## config.mk

```make
export PLATFORM = sky130hd
export DESIGN_NAME = jk_seq_ctrl_flat
export DESIGN_NICKNAME = d
export VERILOG_FILES = /design/src/rtl/jk_seq_ctrl_if.sv /design/src/rtl/jk_seq_ctrl.sv /design/src/flat_wrapper.sv
export SDC_FILE = /design/constraint.sdc
export NUM_CORES = 1
export LEC_CHECK = 0
export ABC_AREA = 0
export CORE_UTILIZATION = 47
export CTS_CLUSTER_DIAMETER = 120
export CTS_CLUSTER_SIZE = 14
export DETAILED_ROUTE_END_ITERATION = 10
export GPL_TIMING_DRIVEN = 0
export PLACE_DENSITY_LB_ADDON = 0.3
export SLEW_MARGIN = 40
export SYNTH_ARGS = -nofsm -noshare
export SYNTH_HDL_FRONTEND = slang
export SYNTH_SLANG_ARGS = --single-unit
```

## constraint.sdc

```tcl
create_clock -name clk -period 1.9 [get_ports clk]
set_clock_uncertainty 0.2 [all_clocks]
set_input_delay 0.38 -clock clk [delete_from_list [all_inputs] [get_ports clk]]
set_output_delay 0.38 -clock clk [all_outputs]
set_load 0.02 [all_outputs]
```

## src/rtl/jk_seq_ctrl_if.sv

```systemverilog
// Command channel between the control logic and jk_seq_ctrl.
//   cmd_valid : command present (master -> slave)
//   cmd_ready : controller can accept a command (slave -> master)
//   cmd_op    : 0 NOP, 1 SET, 2 CLEAR, 3 TOGGLE, 4 COUNT_UP, 5 COUNT_DOWN, 6/7 reserved
//   cmd_mask  : bit select for SET/CLEAR/TOGGLE
//   cmd_len   : number of count steps for COUNT ops
interface jk_seq_ctrl_if #(
  parameter int unsigned WIDTH = 4,
  parameter int unsigned LEN_W = 8
);
  logic             cmd_valid;
  logic             cmd_ready;
  logic [2:0]       cmd_op;
  logic [WIDTH-1:0] cmd_mask;
  logic [LEN_W-1:0] cmd_len;

  modport master (
    output cmd_valid,
    output cmd_op,
    output cmd_mask,
    output cmd_len,
    input  cmd_ready
  );

  modport slave (
    input  cmd_valid,
    input  cmd_op,
    input  cmd_mask,
    input  cmd_len,
    output cmd_ready
  );
endinterface

```

## src/rtl/jk_seq_ctrl.sv

```systemverilog
// Command-driven sequencer for a bank of WIDTH JK flip-flops.
// Ports:
//   clk  : clock shared with the JK bank (rising edge)
//   rst  : synchronous active-high reset
//   cmd  : command channel (slave side of jk_seq_ctrl_if)
//   q    : Q feedback from the bank
//   j, k : J/K vectors to the bank (zero outside EXEC, bank holds)
//   busy : high in EXEC and DONE
//   done : one-cycle completion pulse (DONE state)
module jk_seq_ctrl #(
  parameter int unsigned WIDTH = 4,
  parameter int unsigned LEN_W = 8
) (
  input  logic             clk,
  input  logic             rst,
  jk_seq_ctrl_if.slave     cmd,
  input  logic [WIDTH-1:0] q,
  output logic [WIDTH-1:0] j,
  output logic [WIDTH-1:0] k,
  output logic             busy,
  output logic             done
);

  typedef enum logic [1:0] {StIdle, StExec, StDone} state_e;

  localparam logic [2:0] OpSet    = 3'd1;
  localparam logic [2:0] OpClear  = 3'd2;
  localparam logic [2:0] OpToggle = 3'd3;
  localparam logic [2:0] OpUp     = 3'd4;
  localparam logic [2:0] OpDown   = 3'd5;

  state_e           state_q, state_d;
  logic [2:0]       op_q, op_d;
  logic [WIDTH-1:0] mask_q, mask_d;
  logic [LEN_W-1:0] rem_q, rem_d;

  logic             is_count;
  logic [WIDTH-1:0] up_t, dn_t;
  logic             up_c, dn_c;

  always_ff @(posedge clk) begin
    if (rst) begin
      state_q <= StIdle;
      op_q    <= '0;
      mask_q  <= '0;
      rem_q   <= '0;
    end else begin
      state_q <= state_d;
      op_q    <= op_d;
      mask_q  <= mask_d;
      rem_q   <= rem_d;
    end
  end

  assign is_count = (op_q == OpUp) || (op_q == OpDown);

  always_comb begin
    state_d = state_q;
    op_d    = op_q;
    mask_d  = mask_q;
    rem_d   = rem_q;
    case (state_q)
      StIdle: begin
        if (cmd.cmd_valid) begin
          op_d   = cmd.cmd_op;
          mask_d = cmd.cmd_mask;
          rem_d  = cmd.cmd_len;
          case (cmd.cmd_op)
            OpSet, OpClear, OpToggle: state_d = StExec;
            // Zero-length counts have nothing to drive, so skip EXEC.
            OpUp, OpDown: state_d = (cmd.cmd_len != '0) ? StExec : StDone;
            default: state_d = StDone;
          endcase
        end
      end
      StExec: begin
        if (is_count) begin
          rem_d = rem_q - LEN_W'(1);
          if (rem_q == LEN_W'(1)) state_d = StDone;
        end else begin
          state_d = StDone;
        end
      end
      StDone:  state_d = StIdle;
      default: state_d = StIdle;
    endcase
  end

  // Ripple toggle-enables: bit i toggles when all lower bits are 1 (up) or 0 (down).
  always_comb begin
    up_t = '0;
    dn_t = '0;
    up_c = 1'b1;
    dn_c = 1'b1;
    for (int i = 0; i < int'(WIDTH); i++) begin
      up_t[i] = up_c;
      dn_t[i] = dn_c;
      up_c    = up_c & q[i];
      dn_c    = dn_c & ~q[i];
    end
  end

  always_comb begin
    j = '0;
    k = '0;
    if (state_q == StExec) begin
      case (op_q)
        OpSet:    j = mask_q;
        OpClear:  k = mask_q;
        OpToggle: begin j = mask_q; k = mask_q; end
        OpUp:     begin j = up_t;   k = up_t;   end
        OpDown:   begin j = dn_t;   k = dn_t;   end
        default:  begin j = '0;     k = '0;     end
      endcase
    end
  end

  assign cmd.cmd_ready = (state_q == StIdle);
  assign busy          = (state_q == StExec) || (state_q == StDone);
  assign done          = (state_q == StDone);

endmodule

```

## src/flat_wrapper.sv

```systemverilog
// flat-port wrapper written by rule: the top's interface ports become plain ports
module jk_seq_ctrl_flat 
#(
  parameter int unsigned WIDTH = 4,
  parameter int unsigned LEN_W = 8
)
  (clk, rst, q, j, k, busy, done, cmd_cmd_valid, cmd_cmd_op, cmd_cmd_mask, cmd_cmd_len, cmd_cmd_ready);
  jk_seq_ctrl_if #(.WIDTH(WIDTH), .LEN_W(LEN_W)) cmd_i ();
  input  logic clk;
  input  logic rst;
  input  logic [WIDTH-1:0] q;
  output logic [WIDTH-1:0] j;
  output logic [WIDTH-1:0] k;
  output logic busy;
  output logic done;
  input wire logic [$bits(cmd_i.cmd_valid)-1:0] cmd_cmd_valid;
  input wire logic [$bits(cmd_i.cmd_op)-1:0] cmd_cmd_op;
  input wire logic [$bits(cmd_i.cmd_mask)-1:0] cmd_cmd_mask;
  input wire logic [$bits(cmd_i.cmd_len)-1:0] cmd_cmd_len;
  output wire logic [$bits(cmd_i.cmd_ready)-1:0] cmd_cmd_ready;
  assign cmd_i.cmd_valid = cmd_cmd_valid;
  assign cmd_i.cmd_op = cmd_cmd_op;
  assign cmd_i.cmd_mask = cmd_cmd_mask;
  assign cmd_i.cmd_len = cmd_cmd_len;
  assign cmd_cmd_ready = cmd_i.cmd_ready;
  jk_seq_ctrl #(.WIDTH(WIDTH), .LEN_W(LEN_W)) u_core (.clk(clk), .rst(rst), .cmd(cmd_i), .q(q), .j(j), .k(k), .busy(busy), .done(done));
endmodule
```

# Word level (Yosys, flattened, before mapping)
# Cells that the tools add are included.
# word_totals
regBits	17
input_bits	22
output_inout_bits	11
wordCells	53
# classes
addsub	1
eq_ne	16
mux	13
bitwise_logic	7
n_reduce_logical	12
# op_table
cell	count
$pmux W4 S3	2
$mux W8	2
$pmux W8 S2	1
$eq A3 B2 Y1 const B	4
$eq A3 B3 Y1 const B	4
$eq A8 B1 Y1 const B	1
$mux W2	4
$mux W4	2
$pmux W2 S2	2
$reduce_bool A8 Y1	1
$sub A8 B1 Y8 const B	1
$eq A3 B1 Y1 const B	2
$reduce_or A2 Y1	3
$and A1 B1 Y1	4
$reduce_and A2 Y1	2
$ne A3 B3 Y1 const B	1
$not A1 Y1	3
$reduce_and A3 Y1	1
$reduce_or A3 Y1	1
$eq A2 B1 Y1 const B	1
$eq A2 B2 Y1 const B	1
$logic_not A2 Y1	1
$logic_or A1 B1 Y1	2
$ne A2 B1 Y1 const B	1
other kinds (2)	2

# Logic depth before layout (Yosys ltp)
# depth
depth_word	5
mapped_depth	7
depth_no_buf	6

# Worst setup path before layout
# Ideal clock, no wire load.
# synth_path
path_type	register to output
start	register u_core.op_q[0]
end	output j[3]
arrival_time_ns	1.310
slack_ns	0.010
stages_incl_launch_ff	6
path_buffers	1
path_cell_list	dfxtp_1 clkbuf_1 nor3b_1 nor2b_1 o21ai_1 a21oi_1
# synth_between
elab_chain_len	4
# synth_lines
item	line_no	source
start: declaration	jk_seq_ctrl.sv:33	logic [2:0] op_q, op_d;
start signal: assignment	jk_seq_ctrl.sv:49	op_q <= op_d;
$eq A3 B1 Y1 / $eq A3 B2 Y1 (equally long branches)	jk_seq_ctrl.sv:107	case (op_q)
$reduce_or A2 Y1 (no line)	--	
$pmux W4 S3 *	jk_seq_ctrl.sv:107	
$mux W4 *	jk_seq_ctrl.sv:106	if (state_q == StExec) begin
end: declaration	flat_wrapper.sv:12	output logic [WIDTH-1:0] j;
# Every way passes the cells marked *; elsewhere a longest branch is shown, timed or not.

# Worst setup path after layout
# layout_path
start	register u_core.op_q[2]
end	output k[2]
# layout_between
elab_chain_len	4
# layout_lines
item	line_no	source
$eq A3 B2 Y1	jk_seq_ctrl.sv:107	
$reduce_or A2 Y1 (no line)	--	
$pmux W4 S3 *	jk_seq_ctrl.sv:107	
$mux W4 *	jk_seq_ctrl.sv:106	
end: declaration	flat_wrapper.sv:13	output logic [WIDTH-1:0] k;
# Marked as above.

==> impl_metrics.toml <==
[status]
status = "complete, but fails checks"
violations = "setup timing"

[pwr]
internal-power_uw = 696
p_leak_uw = 0.000631
pwr-share-seq_pct = 39.3
powerDensity_mw_per_mm2 = 671
p_sw_share_pct = 39.2
power_frac_clock_pct = 18.5
combPwrFrac_pct = 42.2
p_switching_uw = 450
peakVddDrop_mv = 0.659

[logic_synthesis]
synth_common_cells = "a21oi_1 (25), nand2_1 (19), dfxtp_1 (17)"
synthTopCellsByArea = "dfxtp_1 (30%), a21oi_1 (11%), nand2_1 (6.3%)"
synthCells = 153
synth-seq-cells = 17
yosysSeqAreaShare_pct = 29.9
syn_area_sq_mm = 0.00114
ys.warnings.count = 0
yosys.area.top_type_share_pct = 29.9
yosysMostFrequentCell = "a21oi_1"
synth_top_cell_by_area = "dfxtp_1"
async_reset_ff_share_pct = 0
synthDistinctLibCells = 37
synth_edf_count = 0
synth_ff_type = "dfxtp_1"
synth_area_per_cell_sq_um = 7.43
syn_nets = 180

[placement]
port-buffer-count = 30
dp.cells = 211
gp_congestion = 0.901
place_ws_ns = -0.828
place_hpwl_um = 2250

[clock_network]
postCtsHoldBufs = 0
htree_num_levels = 1
numCtsBuffers = 3
cts_buffer_depth = 2
cts.sinks = 17
clkTransAtPathRegs_ns = 0.11
clk_latency_ns = 0.31
cts-root-buf = "clkbuf_4"
cts_tree = "yes"

[global_route]
grt_start_max_net_pins = 11
grt_overflow = 0
track_usage_pct = 29.6
grt_pass1_wl_um = 5690
grt_pass1_vias = 1242
antenna_found_initial = 0

[detailed_routing]
routedWlPerCell_um = 17.5
routed_via_density = 6.15
drc = 0
route.vias.total = 1377
drtAntennaViolNets = 0
drtIter0Drc = 81
wirelength_um = 3910
drtPass1Iterations = 4

[die]
die_height_um = 51.2
start_util_pct = 50.4
coreArea_sq_mm = 0.00225
core.rowCount = 17
die_w_um = 51.2
io_pins = 33
die-area_sq_mm = 0.00262

[critical_path]
start_kind = "register"
worstPathArrival_ns = 1.44
cp_max_fo = 6
cp.required_ns = 1.32
worst_setup_path_end_kind = "output pin"
r2r_cells = 6
worstSetupPathType = "reg -> out"
r2r-start = "u_core.state_q[0]"
startpoint = "u_core.op_q[2]"
r2r-end = "u_core.rem_q[2]"
reg2reg_slack_ns = 0.04

[run]
drv_cap = 0

[min_path]
whs_path_depth = 3
hold_end = "u_core.mask_q[2]"
min_from = "cmd_cmd_valid"
worstHoldPathType = "in -> reg"

[final_layout]
area_growth_pct = 50.2
nFillCells = 161
fin_cells = 224
final_nets = 224
num_antenna_cells = 0
layout-drive-gt1-share_pct = 30.6

[timing]
hold_viol = 0
slew_headroom_pct = 66.8
fin_crit_sh_pct = 106
min_period_ns = 2.02
setup_viol = 8
rsz0062_at_grt = "yes"
fin_ws_ns = -0.117
drv_slew = 0
tightestPinTransition_ns = 0.494
fmaxAchievable_mhz = 496
[repair_timing]
item | 4_1_cts | 5_1_grt
buffers inserted | 3 | 6
pin swaps | 1 | 4
endpoints found under the setup margin | 11 | 15
cloned | 1 | 0
endpoints found under the hold margin | 0 | 0
resized for setup | 82 | 24
[power by group through the flow]
stage	combinational (uW)	clock (uW)	sequential, uW
after floorplan	267	0	436
after global placement	376	0	445
after detailed placement	386	0	447
after CTS	416	209	447
after global routing	516	229	456
final	483	211	450
[final cells by class]
cell class / instances / area (sq um) / area share (%)
repair buffers: 40 / 367 / 21.5
inverters: 8 / 35.0 / 2.05
clock inverters: 1 / 5.00 / 0.293
flip-flops and latches: 17 / 354 / 20.7
multi-input cells: 120 / 843 / 49.4
plain buffers: 7 / 46.3 / 2.71
well taps: 28 / 35.0 / 2.05
clock buffers: 3 / 22.5 / 1.32
[per-layer routing]
metal  global-route usage [%]  up-vias  share of wire [%]
li1                         -      646                  -
met1                     35.0      628                 41
met2                     51.5       78                 48
met3                     5.06       25                6.7
met4                     13.4        0                4.0
met5                        0        -                  0
[flip-flops by register name, summed over array words and instances, names as in the netlist]
| signal | cells |
|---|---|
| u_core.op_q | 3 |
| u_core.rem_q | 8 |
| u_core.state_q | 2 |
| u_core.mask_q | 4 |
[critical path: stages, from the launching register on]
cell and delay [ns]:
dfxtp_4 0.42, nor2b_4 0.22, o21ai_0 0.15, a21oi_1 0.16
buf_2 0.18
[placed cells by master (no fill, tap or decap), drive strengths merged, types with 7 or more instances in the layout]
cell           netlist  routed
o21ai                8       8
a21oi               26      26
nand3                7       7
dfxtp               17      17
clkdlybuf4s50        0      16
buf                  4      24
nand2               19      19
nor2                 9       9
inv                  8       8
[per-stage QoR]
stage	power, uW	setup TNS, ns	cell area, sq um	util [%]	hold WS [ns]
4_1_cts	1070	-0.414	1610	71.3	0.215
3_3_place_gp	821	-6.47	1470	65.3	0.263
2_1_floorplan	703	0	1140	-	0.250
5_1_grt	1200	-1.03	1710	75.7	0.236
6_report	1150	-0.582	1710	75.7	0.226
3_5_place_dp	833	-7.18	1470	65.3	0.267
[cell families (layout without fill, tap and decap cells)]
family	count (synthesis)	count (layout)	share of synthesized area (%)
fa+ha+maj	5	5	5.50
flops	17	17	29.9
buf+inv	16	59	5.72
simple gates	60	60	28.1
xor+xnor	1	1	0.770
compound gates	52	52	28.3
mux	2	2	1.76
[how the worst max path moves through the flow]
stage	end	slack, ns	depth (start not counted)
finish	k[2]	-0.12	4
floorplan	j[3]	0.01	5
detailed placement	j[3]	-0.83	6
global placement	k[3]	-0.77	6
global route	k[3]	-0.18	5
CTS	j[3]	-0.11	5
Note: power is estimated with default switching activity, not from simulation.
